File: config.mk
export PLATFORM = sky130hd
export DESIGN_NAME = seg7_scan_driver
export DESIGN_NICKNAME = d
export VERILOG_FILES = /design/src/rtl/seg7_scan_driver.sv
export SDC_FILE = /design/constraint.sdc
export NUM_CORES = 1
export LEC_CHECK = 0
export CORE_MARGIN = 5
export CORE_UTILIZATION = 58
export CTS_CLUSTER_DIAMETER = 50
export DETAILED_ROUTE_END_ITERATION = 10
export PLACE_DENSITY = 0.93
export SETUP_SLACK_MARGIN = 0.15
export SYNTH_ARGS = -nofsm -noshare
export SYNTH_HDL_FRONTEND = slang
export SYNTH_SLANG_ARGS = --single-unit
File: constraint.sdc
create_clock -name clk -period 6.1 [get_ports clk]
set_clock_uncertainty 0.2 [all_clocks]
set_input_delay 0.61 -clock clk [delete_from_list [all_inputs] [get_ports clk]]
set_output_delay 0.61 -clock clk [all_outputs]
set_load 0.03 [all_outputs]
File: src/rtl/seg7_scan_driver.sv
// seg7_scan_driver: time-multiplexed hex display driver with frame snapshot, LZ blanking and ghost blanking
module seg7_scan_driver #(
  parameter int NUM_DIGITS = 4,
  parameter int SCAN_DIV = 50000,
  parameter int BLANK_CYCLES = 1,
  localparam int IW = NUM_DIGITS > 1 ? $clog2(NUM_DIGITS) : 1
) (
  input  logic                    clk,
  input  logic                    rst_n,
  input  logic                    en,
  input  logic [4*NUM_DIGITS-1:0] value,
  input  logic [NUM_DIGITS-1:0]   dp_in,
  input  logic                    lz_suppress,
  output logic [0:6]              seg7,
  output logic                    dp,
  output logic [NUM_DIGITS-1:0]   an,
  output logic [IW-1:0]           digit_idx
);
  localparam int PW = $clog2(SCAN_DIV);
  localparam logic [PW-1:0] PLAST = PW'(SCAN_DIV - 1);
  localparam logic [PW-1:0] BLK = PW'(BLANK_CYCLES);
  localparam logic [IW-1:0] ILAST = IW'(NUM_DIGITS - 1);
  localparam logic [0:6] HEX [16] = '{
    7'b0000001, 7'b1001111, 7'b0010010, 7'b0000110,
    7'b1001100, 7'b0100100, 7'b0100000, 7'b0001111,
    7'b0000000, 7'b0000100, 7'b0001000, 7'b1100000,
    7'b0110001, 7'b1000010, 7'b0110000, 7'b0111000};
  logic [PW-1:0] pre;
  logic [IW-1:0] idx;
  logic [4*NUM_DIGITS-1:0] snap;
  logic [NUM_DIGITS-1:0] dps, lead;
  logic [3:0] digs [NUM_DIGITS];
  logic tick, lit, blank;
  logic [NUM_DIGITS-1:0] an_nx;
  logic [0:6] seg_nx;
  logic dp_nx;
  // lead[i]: every snapshot digit from the top down to i is zero
  always_comb begin
    lead = '0;
    for (int i = NUM_DIGITS - 1; i >= 0; i--) begin
      digs[i] = snap[4*i +: 4];
      lead[i] = (digs[i] == 4'd0) && (i == NUM_DIGITS - 1 || lead[(i + 1) % NUM_DIGITS]);
    end
  end
  always_comb begin
    tick = en && pre == PLAST;
    lit = en && pre >= BLK;
    blank = lz_suppress && lead[idx] && idx != '0;
    an_nx = lit ? ~(NUM_DIGITS'(1) << idx) : '1;
    seg_nx = lit && !blank ? HEX[digs[idx]] : '1;
    dp_nx = !(lit && dps[idx]);
  end
  always_ff @(posedge clk or negedge rst_n) begin
    if (!rst_n) begin
      pre <= '0;
      idx <= '0;
      snap <= '0;
      dps <= '0;
      an <= '1;
      seg7 <= '1;
      dp <= 1'b1;
    end else begin
      if (en) pre <= tick ? '0 : pre + 1'b1;
      if (tick) idx <= idx == ILAST ? '0 : idx + 1'b1;
      if (!en || (tick && idx == ILAST)) begin
        snap <= value;
        dps <= dp_in;
      end
      an <= an_nx;
      seg7 <= seg_nx;
      dp <= dp_nx;
    end
  end
  assign digit_idx = idx;
endmodule

==> impl_metrics.yaml <==
cts:
  clock_sinks: 50
  htree_levels: 2
  clk_latency_ns: 0.30
  cts_tree: "done"
  ctsHoldBuffers: 0
  clk_pin_slew_ns: 0.08
  cts.path.max_buffers: 2
  cts_root_buf: "clkbuf_8"
  cts_resized: 0
  cts-buffers-inserted: 5
  cts_setup_buffers: 0
synth:
  synth_compound_area_share_pct: 5.33
  synth_edf_count: 0
  synth_area_um2: 2660
  synth_nets: 254
  syn_inst: 217
  synth.distinct_cells: 40
  synth.avg_cell_area_um2: 12.2
  yosys.area.top_type_share_pct: 35.8
  yosysWarnings: 0
  synth_largest_area_cell: "dfrtp_1"
  synthFlopType: "dfrtp_1"
  yosys.area_share.adder_pct: 6.13
  ys_async_sr_fraction_pct: 100
  synthTopCellsByArea: "dfrtp_1, dfstp_2, mux2_4"
  synth_xor_area_share_pct: 4.95
  muxShareOfSynthArea_pct: 19.7
  synth_top_family_by_area: "multiplexers"
  ys_ff_latch: 50
  ys_seq_area_share_pct: 47.7
  synth_simple_gate_area_share_pct: 12.4
flow_run:
  cap_violations: 0
finish:
  final_layout_size_suffix_gt1_share_pct: 20.8
  fillers: 294
  diodes: 0
  final_common_cell: "dfrtp_1"
  fin_cells: 307
  final_cell_mix: "dfrtp_1, clkdlybuf4s50_1, mux2_4"
  finalNetCount: 291
  area_growth_syn_to_layout_pct: 18.3
place:
  place_hpwl_um: 3830
  gp_congestion: 0.819
  port_buffers: 37
  dp_cells: 299
  place_ws_ns: 3.10
detailed_routing:
  drc: 0
  vias: 1801
  detail_route.wl_per_cell_um: 17.0
  final_antenna_net_count: 0
  drt_iter0_drc: 198
  dr_wl_met2_um: 2530
  top_layer_used: "met4"
  first_pass_iters: 5
  met1_length_um: 2300
  wirelength_um: 5220
  wl_met3_um: 307
  viasPerCell: 5.87
run_status:
  status: "completed"
sta:
  worstMarginPinSlew_ns: 1.06
  relSlewSlack_pct: 29.4
  worst_hold_slack_ns: 0.293
  hold_viol_final: 0
  fin_crit_ns: 2.71
  setup_viol: 0
  rsz0062_at_grt: "no"
  fmax_mhz: 369
  post-route-period-util_pct: 44.4
  drv_slew: 0
  fin_setup_tns_ns: 0
  fin_ws_ns: 3.39
setup_path:
  critPathLaunch: "en"
  crit_type: "input pin to register"
  ff2ff_setup_slack_ns: 3.66
  crit_path_end_kind: "register"
  crit_fanout: 20
  r2r_start: "digit_idx[1]$_DFFE_PN0N_"
  crit_path_end: "snap[10]$_DFFE_PN0P_"
  rr_endpoint: "seg7[4]$_DFF_PN1_"
  worstPathRequired_ns: 6.09
  critPathArrivalTime_ns: 2.70
  reg2regPathDepth: 5
  cp-start-kind: "input pin"
floorplanning:
  core_area_um2: 4380
  io_pins: 38
  rows: 24
  die_area_um2: 6030
  start_util_pct: 60.6
  die_w_um: 77.7
  die_h_um: 77.7
grt:
  grt_pass1_vias: 1783
  grt_start_max_net_pins: 51
  antenna_found_initial: 0
  grt_usage_pct: 17.8
  grt_pass1_wl_um: 8570
  grt_overflow: 0
power:
  pwr-share-clk_pct: 28.4
  intPower_mw: 0.578
  p_seq_share_pct: 51.4
  leakagePower_nw: 1.33
  powerDensity_nw_per_um2: 254
  p_sw_mw: 0.220
  swShare_pct: 27.5
  combPwrFrac_pct: 20.2
  ir_worst_vdd_v: 0.000176
worst_hold_path:
  hp-class: "input pin to async pin"
## layer usage
layer  vias up  global-route usage [%]
met5         -                       0
met2        61                    29.2
met1       879                    23.2
li1        852                       -
met4         0                    6.36
met3         9                    3.70
## cell type report
cell class / instances / area [um^2] / area share (%)
multi-input combinational: 147 / 1290 / 40.9
sequential: 50 / 1270 / 40.3
timing repair buffer: 38 / 373 / 11.9
clock buffer: 7 / 76.3 / 2.43
tap: 52 / 65.1 / 2.07
inverter: 12 / 45.0 / 1.43
clock inverter: 1 / 30.0 / 0.956
## state kept, by name, summed over array words and instances (netlist names)
name / flops
an: 4
digit_idx: 2
dp: 1
seg7: 7
pre: 16
snap: 16
dps: 4
## cells in the mapped netlist, drive strengths merged (2+ instances only)
library cell,n
dfrtp,38
mux2,25
nand2,19
ha,13
dfstp,12
inv,12
nor2,10
nand3,9
xor2,8
nor3,7
xnor2,7
mux4,6
nand4,6
nor4,6
buf,5
o21ai,5
a21oi,4
clkbuf,3
mux2i,3
o2111ai,2
o211ai,2
o22ai,2
or4,2
## cells by family (layout without fill, tap and decap cells)
group / count (synthesis) / count (layout)
buffers and inverters: 20 / 58
adder cells (fa/ha/maj): 13 / 13
AO/OA/AOI/OAI: 21 / 21
multiplexers: 34 / 34
AND/OR/NAND/NOR: 64 / 64
XOR/XNOR: 15 / 15
flip-flops: 50 / 50
## worst min-delay path by stage
stage	endpoint	start	slack (ns)	depth (start not counted)
3_5_place_dp	dps[0]$_DFFE_PN0P_	dps[0]$_DFFE_PN0P_	0.30	1
4_1_cts	dps[2]$_DFFE_PN0P_	dps[2]$_DFFE_PN0P_	0.32	1
2_1_floorplan	digit_idx[0]$_DFFE_PN0N_	rst_n	0.11	0
3_3_place_gp	pre[13]$_DFFE_PN0P_	pre[13]$_DFFE_PN0P_	0.28	1
5_1_grt	dps[2]$_DFFE_PN0P_	dps[2]$_DFFE_PN0P_	0.33	1
6_report	dps[2]$_DFFE_PN0P_	rst_n	0.29	1
## critical path, cell delays in order
cell and delay [ns]:
clkdlybuf4s50_1 0.68, and4_4 0.30, nand3_2 0.11, o41a_1 0.40, buf_4 0.26, mux2_4 0.33
## power by group through the flow
stage / registers (mW) / logic [mW] / clock network (mW)
floorplan: 0.419 / 0.0994 / 0
global placement: 0.411 / 0.155 / 0
detailed placement: 0.415 / 0.161 / 0
CTS: 0.409 / 0.161 / 0.231
global route: 0.416 / 0.176 / 0.242
finish: 0.410 / 0.161 / 0.226
## per-stage QoR
stage / power, mW / util (%) / cell area, um^2
after floorplan: 0.518 / - / 2660
after global placement: 0.567 / 69.2 / 3040
after detailed placement: 0.576 / 69.2 / 3040
after CTS: 0.801 / 71.7 / 3140
after global routing: 0.833 / 71.7 / 3140
final: 0.798 / 71.7 / 3140
No activity file was read; power rests on OpenSTA's default activity.
